`src/rtl/fifo_pkg.sv`:
```
// Constants shared by async_fifo and its read-side consumer, plus a width
// helper for counters that must hold the value n itself.
package fifo_pkg;

    localparam int FIFO_DWIDTH = 32;
    localparam int FIFO_AWIDTH = 4;

    function automatic int clog2_p1(input int n);
        return $clog2(n + 1);
    endfunction

endpackage

```
`src/rtl/fifo_rd_skid_buf.sv`:
```
// Small circular buffer behind the FIFO read port: one push and one pop per
// clock, registered head entry, occupancy counter.
module fifo_rd_skid_buf
    import fifo_pkg::*;
#(
    parameter int DWIDTH = FIFO_DWIDTH,
    parameter int DEPTH  = 3
) (
    input  logic                         clk,
    input  logic                         rstn,
    input  logic                         push,
    input  logic [DWIDTH-1:0]            push_data,
    input  logic                         pop,
    output logic [DWIDTH-1:0]            head_data,
    output logic [clog2_p1(DEPTH)-1:0]   level
);

    localparam int LW = clog2_p1(DEPTH);
    localparam int PW = (DEPTH > 1) ? $clog2(DEPTH) : 1;
    localparam logic [PW-1:0] LAST_IDX = PW'(DEPTH - 1);
    localparam logic [LW-1:0] FULL_LVL = LW'(DEPTH);

    logic [DWIDTH-1:0] mem [DEPTH];
    logic [PW-1:0]     wr_ptr;
    logic [PW-1:0]     rd_ptr;
    logic              pop_ok;

    assign pop_ok    = pop && (level != '0);
    assign head_data = mem[rd_ptr];

    always_ff @(posedge clk or negedge rstn) begin
        if (!rstn) begin
            for (int i = 0; i < DEPTH; i++) begin
                mem[i] <= '0;
            end
        end else if (push) begin
            mem[wr_ptr] <= push_data;
        end
    end

    always_ff @(posedge clk or negedge rstn) begin
        if (!rstn) begin
            wr_ptr <= '0;
        end else if (push) begin
            wr_ptr <= (wr_ptr == LAST_IDX) ? '0 : wr_ptr + PW'(1);
        end
    end

    always_ff @(posedge clk or negedge rstn) begin
        if (!rstn) begin
            rd_ptr <= '0;
        end else if (pop_ok) begin
            rd_ptr <= (rd_ptr == LAST_IDX) ? '0 : rd_ptr + PW'(1);
        end
    end

    // Simultaneous push and pop leaves the count alone.
    always_ff @(posedge clk or negedge rstn) begin
        if (!rstn) begin
            level <= '0;
        end else begin
            case ({push, pop_ok})
                2'b10:   level <= level + LW'(1);
                2'b01:   level <= level - LW'(1);
                default: level <= level;
            endcase
        end
    end

    overflow_chk: assert property (
        @(posedge clk) disable iff (!rstn) !(push && (level == FULL_LVL))
    );

endmodule

```
`src/rtl/fifo_rd_stream.sv`:
```
// Read-side consumer for async_fifo: issues rden against empty, tracks reads
// in flight through the FIFO latency, and re-presents data as valid/ready.
module fifo_rd_stream
    import fifo_pkg::*;
#(
    parameter int DWIDTH = FIFO_DWIDTH,
    parameter int RD_LAT = 1
) (
    input  logic                              clk,
    input  logic                              rstn,
    input  logic                              fifo_empty,
    output logic                              fifo_rden,
    input  logic [DWIDTH-1:0]                 fifo_dout,
    output logic                              m_valid,
    input  logic                              m_ready,
    output logic [DWIDTH-1:0]                 m_data,
    output logic [clog2_p1(RD_LAT+2)-1:0]     level
);

    localparam int DEPTH = RD_LAT + 2;
    localparam int LW    = clog2_p1(DEPTH);
    localparam logic [LW:0] DEPTH_W = (LW+1)'(DEPTH);

    logic              run_q;
    logic [RD_LAT-1:0] rd_pipe_q;
    logic [LW-1:0]     inflight;
    logic [LW:0]       occupancy;
    logic              push;
    logic              pop;

    always_ff @(posedge clk or negedge rstn) begin
        if (!rstn) begin
            run_q <= 1'b0;
        end else begin
            run_q <= 1'b1;
        end
    end

    // Bit i set means a read issued i+1 clocks ago; the MSB marks the cycle
    // in which fifo_dout carries that word.
    always_ff @(posedge clk or negedge rstn) begin
        if (!rstn) begin
            rd_pipe_q <= '0;
        end else begin
            rd_pipe_q <= RD_LAT'({rd_pipe_q, fifo_rden});
        end
    end

    always_comb begin
        inflight = '0;
        for (int i = 0; i < RD_LAT; i++) begin
            inflight = inflight + LW'(rd_pipe_q[i]);
        end
    end

    // Only registered terms feed the issue decision, so every in-flight read
    // already owns a buffer slot and m_ready never reaches fifo_rden.
    assign occupancy = {1'b0, level} + {1'b0, inflight};
    assign fifo_rden = run_q && !fifo_empty && (occupancy < DEPTH_W);

    assign push    = rd_pipe_q[RD_LAT-1];
    assign m_valid = (level != '0);
    assign pop     = m_valid && m_ready;

    fifo_rd_skid_buf #(
        .DWIDTH (DWIDTH),
        .DEPTH  (DEPTH)
    ) u_skid_buf (
        .clk       (clk),
        .rstn      (rstn),
        .push      (push),
        .push_data (fifo_dout),
        .pop       (pop),
        .head_data (m_data),
        .level     (level)
    );

endmodule

```
`config.mk`:
```
export PLATFORM = sky130hd
export DESIGN_NAME = fifo_rd_stream
export DESIGN_NICKNAME = d
export VERILOG_FILES = /design/src/rtl/fifo_pkg.sv /design/src/rtl/fifo_rd_skid_buf.sv /design/src/rtl/fifo_rd_stream.sv
export SDC_FILE = /design/constraint.sdc
export NUM_CORES = 1
export LEC_CHECK = 0
export ABC_AREA = 1
export BUFFER_PORTS_ARGS = -buffer_cell sky130_fd_sc_hd__buf_2
export CAP_MARGIN = 0
export CORE_ASPECT_RATIO = 0.6
export CORE_MARGIN = 2
export CORE_UTILIZATION = 31
export CTS_BUF_LIST = sky130_fd_sc_hd__clkbuf_8 sky130_fd_sc_hd__clkbuf_16
export CTS_CLUSTER_DIAMETER = 100
export DETAILED_ROUTE_END_ITERATION = 12
export GPL_TIMING_DRIVEN = 1
export PLACE_DENSITY = 0.47
export SETUP_SLACK_MARGIN = 0.1
export SLEW_MARGIN = 20
export SYNTH_ARGS = -nofsm -noshare
export SYNTH_HDL_FRONTEND = slang
export SYNTH_SLANG_ARGS = --single-unit
```
`constraint.sdc`:
```
create_clock -name clk -period 3 [get_ports clk]
set_clock_uncertainty 0.1 [all_clocks]
set_input_delay 0 -clock clk [delete_from_list [all_inputs] [get_ports clk]]
set_output_delay 0 -clock clk [all_outputs]
set_load 0.01 [all_outputs]
```
==> impl_metrics.yaml, run 1 <==
timing:
  worst_slew_pin_slew_ps: 980
  period_share_pct: 72.2
  tns_ps: 0
  period_minus_slack_ps: 2170
  max_slew_margin_pct: 34.5
  hold_viol_final: 0
  timing.fmax_ghz: 0.462
  slew_viol_final: 0
  setup_viol: 0
  rsz0062_at_grt: "false"
run:
  maxCapViolCount: 0
pwr:
  p_leak_uw: 0.00291
  ir_drop_uv: 385
  pwr-share-clk_pct: 17.2
  p_comb_share_pct: 42.1
  power_switching_uw: 2470
  swShare_pct: 40.1
  cell_internal_pwr_uw: 3690
  power_density_nw_per_um2: 1070
  p_seq_share_pct: 40.7
clock_tree:
  clock_latency_ps: 340
  clk_path_buf_depth: 2
  cts_max_level: 3
  cts_setup_buffers: 0
  cts_inserted_buffers: 9
  cts_tree: "built"
  cts.sinks: 104
  cts_root_buffer: "clkbuf_16"
  clkTransAtPathRegs_ps: 70
logic_synthesis:
  synth-edff-count: 0
  ys_types: 21
  synth_xor_area_share_pct: 0.186
  synth-simple-area-share_pct: 21.5
  syn_area_sq_um: 4700
  synthesis.nets: 564
  synth_flop_cell: "dfrtp_1"
  yosys-mux-area-fraction_pct: 0
  synth_compound_area_share_pct: 13.9
  syn_area_per_cell_sq_um: 8.95
  async_flop_share_pct: 100
  synth-seq-cells: 104
  synth_top_family_by_area: "simple AND/OR/NAND/NOR gates"
  synthCells: 525
  seq_area_frac_synth_pct: 55.4
  synth_fa_ha_area_share_pct: 0.799
  yosysWarnings: 0
global_route:
  grt_start_max_net_pins: 66
  grt_usage_pct: 14.4
  grt_antenna_before_repair: 0
  grt_pass1_vias: 3514
  grt_pass1_wl_mm: 18.0
  gr-total-overflow: 0
place:
  place_congestion: 0.685
  place_hpwl_mm: 6.78
  dpl.cell_count: 768
  io_buffer_count: 71
hold_path:
  hp-class: "input port to asynchronous set/reset pin"
drt:
  wl_mm: 11.1
  drtIter0Drc: 199
  drc_errors: 0
  vias: 3655
  avgRoutedWirePerCell_microns: 13.6
  via_per_inst: 4.47
  firstDrtPassIters: 5
  ant_nets: 0
setup_path:
  r2r_start: "push$_DFF_PN0_"
  crit_type: "flip-flop to output pin"
  rr_endpoint: "u_skid_buf.mem[43]$_DFFE_PN0P_"
  crit_fanout: 33
  r2r_setup_slack_ps: 1050
  crit_path_start_kind: "flip-flop"
  worst_ep_arrival_time_ps: 2070
  required_ps: 2900
  rr_worst_depth: 2
  worstSetupEndpointType: "output pin"
layout:
  diodes: 0
  fin_nets: 655
  layout.cells.most_common: "nand2_1"
  post_route_cells_drive_above_1_share_pct: 22.5
  layout_common_cells: "nand2_1 (205), dfrtp_1 (104), buf_2 (70)"
  syn_to_final_growth_pct: 22.2
  fillers: 1511
  fin_cells: 817
floorplan:
  coreArea_sq_um: 14600
  start_util_pct: 32.1
  ioPinCount: 72
  chipHeight_microns: 99.4
  rows: 34
  die-area_sq_um: 16200
  die_x_microns: 163
run_status:
  status: "completed"
[cell families (layout without fill, tap and decap cells)]
logic type | after synthesis | count (layout)
and+or+nand+nor | 247 | 247
buffers and inverters | 71 | 165
AOI/OAI and AO/OA | 98 | 98
other | 1 | 1
xor gates and xnor gates | 1 | 1
DFF | 104 | 104
adders and majority gates | 3 | 3
[final cells by class]
| type | instances | area (sq um) | area share, % |
|---|---|---|---|
| flip-flops and latches | 104 | 2600 | 45.3 |
| well taps | 198 | 248 | 4.31 |
| repair buffers | 109 | 731 | 12.7 |
| clock buffers | 10 | 239 | 4.16 |
| clock inverters | 4 | 23.8 | 0.414 |
| multi-input cells | 350 | 1740 | 30.4 |
| inverters | 42 | 158 | 2.74 |
[worst max path at each step]
stage	startpoint	end	slack, ps	cells after the start
floorplan	u_skid_buf.level[0]$_DFFE_PN0P_	u_skid_buf.level[1]$_DFFE_PN0P_	1480	9
global placement	push$_DFF_PN0_	u_skid_buf.mem[43]$_DFFE_PN0P_	1120	2
detailed placement	push$_DFF_PN0_	u_skid_buf.mem[44]$_DFFE_PN0P_	1030	2
CTS	u_skid_buf.rd_ptr[0]$_DFFE_PN0P_	m_data[13]	740	5
global route	u_skid_buf.rd_ptr[0]$_DFFE_PN0P_	m_data[11]	590	5
finish	u_skid_buf.rd_ptr[0]$_DFFE_PN0P_	m_data[13]	830	4
[through the flow]
| step | worst slack [ps] | area (sq um) | hold slack (ps) | utilization, % | power (uW) |
|---|---|---|---|---|---|
| floorplan | 1480 | 4700 | -396 | - | 4260 |
| global placement | 1120 | 5130 | -34.9 | 35.1 | 5060 |
| detailed placement | 1030 | 5130 | -26.0 | 35.1 | 5140 |
| CTS | 744 | 5750 | 141 | 39.3 | 6270 |
| global route | 591 | 5750 | 179 | 39.3 | 6710 |
| finish | 835 | 5750 | 129 | 39.3 | 6160 |
[power groups by stage]
stage | clock network [uW] | logic, uW | registers [uW]
finish | 1060 | 2600 | 2510
global route | 1150 | 2970 | 2590
CTS | 1110 | 2660 | 2500
detailed placement | 0 | 2610 | 2520
global placement | 0 | 2560 | 2500
floorplan | 0 | 1830 | 2420
[sequential cells by signal, indices dropped and copies added, names as in the netlist]
register,cells
push,1
u_skid_buf.rd_ptr,2
u_skid_buf.mem,96
u_skid_buf.wr_ptr,2
run_q,1
u_skid_buf.level,2
[synthesized netlist by cell type (2+ instances only)]
cell type | number | area, sq um
buf_6 | 12 | 135
nand3_2 | 2 | 20.0
o21ai_0 | 16 | 80.1
buf_4 | 3 | 22.5
buf_2 | 13 | 65.1
o21ai_2 | 44 | 385
inv_2 | 2 | 7.51
inv_1 | 40 | 150
nor2_2 | 3 | 18.8
o21ai_1 | 38 | 190
ha_1 | 3 | 37.5
nand2_1 | 205 | 769
nand3_1 | 33 | 165
dfrtp_1 | 104 | 2600
[worst max-delay path, stage by stage, from the launching register on]
cell and delay [ps]:
dfrtp_1 470, nor2_4 800, nand2_1 110, nand3_1 180, buf_2 160
[what timing repair did]
item | CTS | global route
endpoints found under the setup margin | 0 | 0
hold buffers | 35 | 0
gates resized for setup | 0 | 0
endpoints found under the hold margin | 143 | 0
[layer usage]
layer  vias up  routed length [microns]  GRT usage, %
met5         -                        0             0
met2        73                     4860          22.8
li1       1852                        -             -
met3        10                      536          3.50
met4         0                      113          3.68
met1      1720                     5600          19.9
Power figures use the tool's default switching activity.
==> inputs of run 2 (changes only) <==
--- a/config.mk
+++ b/config.mk
@@ -5,7 +5,7 @@
 export SDC_FILE = /design/constraint.sdc
 export NUM_CORES = 1
 export LEC_CHECK = 0
-export ABC_AREA = 1
+export ABC_AREA = 0
 export BUFFER_PORTS_ARGS = -buffer_cell sky130_fd_sc_hd__buf_2
 export CAP_MARGIN = 0
 export CORE_ASPECT_RATIO = 0.6
@@ -15,7 +15,7 @@
 export CTS_CLUSTER_DIAMETER = 100
 export DETAILED_ROUTE_END_ITERATION = 12
 export GPL_TIMING_DRIVEN = 1
-export PLACE_DENSITY = 0.47
+export PLACE_DENSITY = 0.48
 export SETUP_SLACK_MARGIN = 0.1
 export SLEW_MARGIN = 20
 export SYNTH_ARGS = -nofsm -noshare
==> constraint.sdc (replaced) <==
create_clock -name clk -period 1.89 [get_ports clk]
set_clock_uncertainty 0.1 [all_clocks]
set_input_delay 0 -clock clk [delete_from_list [all_inputs] [get_ports clk]]
set_output_delay 0 -clock clk [all_outputs]
set_load 0.01 [all_outputs]
==> run 2 against run 1 <==
Compared with the run above:
- critical path type unchanged
- count of clock-buffer cells in the layout unchanged
- power up 67%
- sequential cell count unchanged
- non-clock buffer count up 18
- critical endpoint is now fifo_rden
- via count down 18%
==> impl_metrics.yaml, run 2 <==
layout:
  syn_to_final_growth_pct: 30.8
  regMostFlops: "u_skid_buf.mem"
  layout.cells.most_common: "dfrtp_1"
  diodes: 0
  layout_common_cells: "dfrtp_1 (103), buf_2 (70), mux2_2 (67)"
  fin_nets: 497
  utilization_pct: 41.9
  post_route_cells_drive_above_1_share_pct: 46.7
  largest_reg_flops: 96
logic_synthesis:
  synthCells: 341
  synthesis.nets: 380
  synth_area_leaders: "dfrtp_1 (56%), mux2_2 (16%), mux2_4 (9.6%)"
  seq_area_frac_synth_pct: 55.5
  synth_top_cell_by_area: "dfrtp_1"
  yosysWarnings: 0
  syn_area_per_cell_sq_um: 13.7
  synth.top_cell.area_share_pct: 55.5
  synth_common_cells: "dfrtp_1 (104), mux2_2 (67), mux2i_1 (32), nand2_1 (32)"
  syn_area_sq_um: 4690
  synth_flop_cell: "dfrtp_1"
  async_flop_share_pct: 100
  ys_types: 25
  synth-seq-cells: 104
  synth-edff-count: 0
  synth_most_common_cell: "dfrtp_1"
pwr:
  p_comb_share_pct: 44.2
  power_density_nw_per_um2: 1670
  pwr-share-clk_pct: 17.2
  ir_drop_uv: 594
  power_switching_uw: 3470
  cell_internal_pwr_uw: 6790
  power_uw: 10300
  p_leak_uw: 0.00281
  p_seq_share_pct: 38.5
  swShare_pct: 33.8
floorplan:
  die_x_microns: 163
  rows: 34
  coreArea_sq_um: 14600
  die-area_sq_um: 16200
  ioPinCount: 72
  chipHeight_microns: 99.3
  start_util_pct: 32.0
timing:
  rsz0062_at_grt: "true"
  tns_ps: 0
  setup_viol: 0
  period_minus_slack_ps: 1750
  timing.fmax_ghz: 0.573
  slew_viol_final: 0
  hold_viol_final: 0
  period_share_pct: 92.4
setup_path:
  rr_endpoint: "u_skid_buf.mem[10]$_DFFE_PN0P_"
  cp.buffers_inverters: 1
  required_ps: 1790
  crit_path_start_kind: "flip-flop"
  r2r_start: "push$_DFF_PN0_"
  crit_path_top_delay_cell: "dfrtp_1"
  crit_fanout: 2
  crit_chain: "ha_2 -> ha_4 -> a2111oi_4 -> buf_2"
  crit_type: "flip-flop to output pin"
  rr_worst_depth: 5
  critPathTopFamily: "adder cells"
  worstSetupEndpointType: "output pin"
  r2r_setup_slack_ps: 150
  worst_ep_arrival_time_ps: 1650
  critical-path-max-stage-delay_ps: 390
clock_tree:
  clock_latency_ps: 340
  cts_tree: "built"
  clk_path_buf_depth: 2
  cts_max_level: 3
  clkTransAtPathRegs_ps: 70
  cts_root_buffer: "clkbuf_16"
  cts.sinks: 104
  cts_inserted_buffers: 9
global_route:
  grt_start_max_net_pins: 44
  grt_antenna_before_repair: 0
  gr-total-overflow: 0
  grt_pass1_wl_mm: 17.2
  grt_pass1_vias: 3068
  grt_usage_pct: 14.2
place:
  io_buffer_count: 71
  place_hpwl_mm: 6.96
  place_congestion: 0.700
drt:
  avgRoutedWirePerCell_microns: 16.4
  firstDrtPassIters: 4
  vias: 2997
  wl_mm: 10.8
  via_per_inst: 4.53
  drc_errors: 0
  ant_nets: 0
  drtIter0Drc: 200
run:
  maxCapViolCount: 0
run_status:
  status: "completed"
hold_path:
  hp-class: "input port to asynchronous set/reset pin"
[run 2: changes by cell type after synthesis, moves of 6 or more]
| cell | previous run | this run |
|---|---|---|
| inv_1 | 40 | 2 |
| nand2_1 | 205 | 32 |
| o21ai_2 | 44 | 0 |
| buf_6 | 12 | 4 |
| mux2i_1 | 0 | 32 |
| nand3_1 | 33 | 1 |
| mux2_2 | 0 | 67 |
| o21ai_1 | 38 | 4 |
| clkbuf_1 | 1 | 7 |
| mux2_4 | 0 | 30 |
| o21ai_0 | 16 | 30 |
[run 2: worst max path at each step]
| stage | startpoint | endpoint | slack [ps] | depth (start not counted) |
|---|---|---|---|---|
| 2_1_floorplan | u_skid_buf.level[0]$_DFFE_PN0P_ | push$_DFF_PN0_ | 180 | 3 |
| 6_report | u_skid_buf.level[0]$_DFFE_PN0P_ | fifo_rden | 140 | 4 |
| 4_1_cts | u_skid_buf.level[0]$_DFFE_PN0P_ | fifo_rden | 80 | 4 |
| 3_3_place_gp | u_skid_buf.wr_ptr[0]$_DFFE_PN0P_ | u_skid_buf.mem[18]$_DFFE_PN0P_ | 150 | 3 |
| 3_5_place_dp | u_skid_buf.wr_ptr[0]$_DFFE_PN0P_ | u_skid_buf.mem[24]$_DFFE_PN0P_ | 120 | 3 |
| 5_1_grt | u_skid_buf.level[0]$_DFFE_PN0P_ | fifo_rden | 60 | 4 |
[run 2: cells by family after synthesis]
kind of cell | count (synthesis) | synth area share (%)
xor gates and xnor gates | 3 | 0.561
AOI/OAI and AO/OA | 37 | 4.14
buffers and inverters | 25 | 2.91
and+or+nand+nor | 39 | 3.47
DFF | 104 | 55.5
adders and majority gates | 3 | 0.801
other | 1 | 0.0800
muxes | 129 | 32.5
[run 2: through the flow]
step / setup slack (ps) / hold WS, ps / cells / cell area (sq um)
5_1_grt: 57.4 / 55.6 / 661 / 6130
3_3_place_gp: 150 / -131 / 605 / 5400
2_1_floorplan: 182 / -396 / 341 / 4690
4_1_cts: 84.0 / 36.4 / 660 / 6110
3_5_place_dp: 123 / -129 / 605 / 5400
6_report: 143 / 31.4 / 661 / 6130
[run 2: worst reg2reg max path, delay by kind of cell, from the launching register on]
family / cells / cell delay [ps]
multiplexers: 1 / 330
AND/OR/NAND/NOR: 1 / 460
flip-flops: 1 / 350
buffers and inverters: 3 / 380
[run 2: timing repair]
item / 4_1_cts / 5_1_grt
endpoints found under the setup margin: 24 / 37
gates resized for setup: 2 / 8
endpoints found under the hold margin: 201 / 0
hold buffers: 34 / 0
setup buffers: 4 / 1
pin swaps: 1 / 0
cloned: 1 / 0
[run 2: area by class of cell]
| class | instances | area, sq um |
|---|---|---|
| timing repair buffer | 127 | 978 |
| sequential | 104 | 2600 |
| multi-input combinational | 212 | 2000 |
| fill | 1411 | 8500 |
| inverter | 4 | 15.0 |
| clock buffer | 10 | 239 |
| clock inverter | 6 | 45.0 |
| tap | 198 | 248 |
[run 2: routing by layer]
metal  share of wire, %  up-vias  GRT usage [%]
met4               0.67        0           3.27
met5                  0        -              0
met1                 53     1505           21.8
li1                   -     1425              -
met3                4.8        9           3.79
met2                 42       58           19.7
[run 2: power groups by stage]
stage	registers, uW	clock network [uW]	logic [uW]
detailed placement	4000	0	4310
finish	3960	1770	4540
floorplan	3830	0	2920
global placement	3950	0	4240
CTS	3960	1840	4570
global route	4110	1940	4980
==> inputs of run 3 (changes only) <==
--- a/config.mk
+++ b/config.mk
@@ -6,7 +6,7 @@
 export NUM_CORES = 1
 export LEC_CHECK = 0
 export ABC_AREA = 0
-export BUFFER_PORTS_ARGS = -buffer_cell sky130_fd_sc_hd__buf_2
+export BUFFER_PORTS_ARGS = -buffer_cell sky130_fd_sc_hd__clkbuf_2
 export CAP_MARGIN = 0
 export CORE_ASPECT_RATIO = 0.6
 export CORE_MARGIN = 2
==> run 3 against run 2 <==
Compared with the run above:
- clock power about the same
- sequential power about the same
- first-iteration DRC count decreased by 19%
- global-route usage decreased by 0.27 points
- routed wire length decreased by 1.7%
- setup slack got worse by 92 ps
- die area unchanged
- critical endpoint unchanged
==> impl_metrics.yaml, run 3 (synthesis results as in run 2) <==
global_route:
  busiest_layer: "met1"
  grt_start_max_net_pins: 40
  grt_antenna_before_repair: 0
  grt_usage_pct: 13.9
  met2_usage_pct: 20.3
  grt_pass1_vias: 3217
  gr-total-overflow: 0
  grt_pass1_wl_mm: 17.4
  grtUsageMet1_pct: 21.1
  met3_usage_pct: 3.46
clock_tree:
  clock_latency_ps: 330
  cts_tree: "built"
  cts_root_buffer: "clkbuf_16"
  clk_path_buf_depth: 2
  cts_inserted_buffers: 9
  cts.sinks: 104
  cts_max_level: 3
  clkTransAtPathRegs_ps: 70
timing:
  hold_viol_final: 0
  period_share_pct: 97.3
  hold_ws_ps: 66.4
  setup_viol: 0
  rsz0062_at_grt: "true"
  worst_slew_pin_slew_ps: 506
  max_slew_margin_pct: 66.3
  timing.fmax_ghz: 0.544
  period_minus_slack_ps: 1840
  slew_viol_final: 0
  tns_ps: 0
drt:
  vias: 2990
  ant_nets: 0
  via_per_inst: 4.53
  wl_mm: 10.6
  drc_errors: 0
  drtIter0Drc: 162
  firstDrtPassIters: 4
  avgRoutedWirePerCell_microns: 16.1
setup_path:
  worst_ep_arrival_time_ps: 1740
  rr_endpoint: "u_skid_buf.mem[20]$_DFFE_PN0P_"
  r2r_setup_slack_ps: 150
  rr_worst_depth: 5
  crit_path_start_kind: "flip-flop"
  worstSetupEndpointType: "output pin"
  crit_type: "flip-flop to output pin"
  r2r_start: "push$_DFF_PN0_"
  required_ps: 1790
  crit_fanout: 4
floorplan:
  start_util_pct: 32.0
  coreArea_sq_um: 14600
  die_x_microns: 163
  die-area_sq_um: 16200
  ioPinCount: 72
  chipHeight_microns: 99.3
  rows: 34
layout:
  fin_nets: 496
  fillers: 1404
  post_route_cells_drive_above_1_share_pct: 46.5
  layout.cells.most_common: "dfrtp_1"
  diodes: 0
  layout_common_cells: "dfrtp_1 (103), clkbuf_2 (69), mux2_2 (67)"
  regMostFlops: "u_skid_buf.mem"
  syn_to_final_growth_pct: 30.4
  largest_reg_flops: 96
pwr:
  power_uw: 10200
  power_density_nw_per_um2: 1670
  p_leak_uw: 0.00280
  ir_drop_uv: 621
place:
  io_buffer_count: 71
  place_hpwl_mm: 6.90
  place_congestion: 0.715
run:
  maxCapViolCount: 0
hold_path:
  hp-class: "input port to asynchronous set/reset pin"
run_status:
  status: "completed"
==> run 3: area by class of cell <==
cell class / instances / area, sq um / share of cell area (%)
clock inverters: 7 / 48.8 / 0.798
inverters: 4 / 15.0 / 0.246
clock buffers: 9 / 225 / 3.68
well taps: 198 / 248 / 4.05
repair buffers: 126 / 968 / 15.8
flip-flops and latches: 104 / 2600 / 42.6
multi-input cells: 212 / 2000 / 32.8
==> run 3: worst max-delay path by stage <==
stage | cells after the start | slack, ps | startpoint | end
final | 4 | 50 | u_skid_buf.level[0]$_DFFE_PN0P_ | fifo_rden
after global routing | 4 | -30 | u_skid_buf.level[0]$_DFFE_PN0P_ | fifo_rden
after CTS | 4 | 40 | u_skid_buf.level[0]$_DFFE_PN0P_ | fifo_rden
after detailed placement | 4 | 120 | push$_DFF_PN0_ | u_skid_buf.mem[13]$_DFFE_PN0P_
after global placement | 4 | 160 | u_skid_buf.wr_ptr[1]$_DFFE_PN0P_ | u_skid_buf.mem[20]$_DFFE_PN0P_
after floorplan | 3 | 180 | u_skid_buf.level[0]$_DFFE_PN0P_ | push$_DFF_PN0_
==> run 3: worst max-delay path, cell delays in order, from the launching register on <==
cell and delay [ps]:
dfrtp_1 420, ha_2 210, ha_4 220, a2111oi_4 360, buf_2 190
==> run 3: per-layer routing <==
layer,routed length [microns],vias to the layer above
li1,-,1424
met1,5650,1503
met2,4510,59
met4,39,0
met5,0,-
met3,447,4
==> run 3: timing repair <==
| item | 4_1_cts | 5_1_grt |
|---|---|---|
| pin swaps | 1 | 2 |
| endpoints found under the setup margin | 6 | 18 |
| setup buffers | 3 | 1 |
| gates cloned | 0 | 1 |
| endpoints found under the hold margin | 201 | 0 |
| resized for setup | 2 | 5 |
| hold buffers | 34 | 0 |
==> run 3: per-stage QoR <==
step	utilization, %	worst slack [ps]	instance area, sq um	std cells
2_1_floorplan	-	182	4690	341
5_1_grt	41.8	-28.3	6110	660
6_report	41.8	51.2	6110	660
4_1_cts	41.5	42.1	6070	658
3_3_place_gp	37.0	156	5410	605
3_5_place_dp	37.0	120	5410	605
==> run 3: where the power goes <==
| group | leakage [uW] | internal [uW] | total, uW | switching (uW) |
|---|---|---|---|---|
| Clock | 0.000129 | 894 | 1740 | 842 |
| Combinational | 0.00145 | 2460 | 4500 | 2040 |
| Sequential | 0.00122 | 3360 | 3960 | 599 |
| Total | 0.00280 | 6710 | 10200 | 3480 |
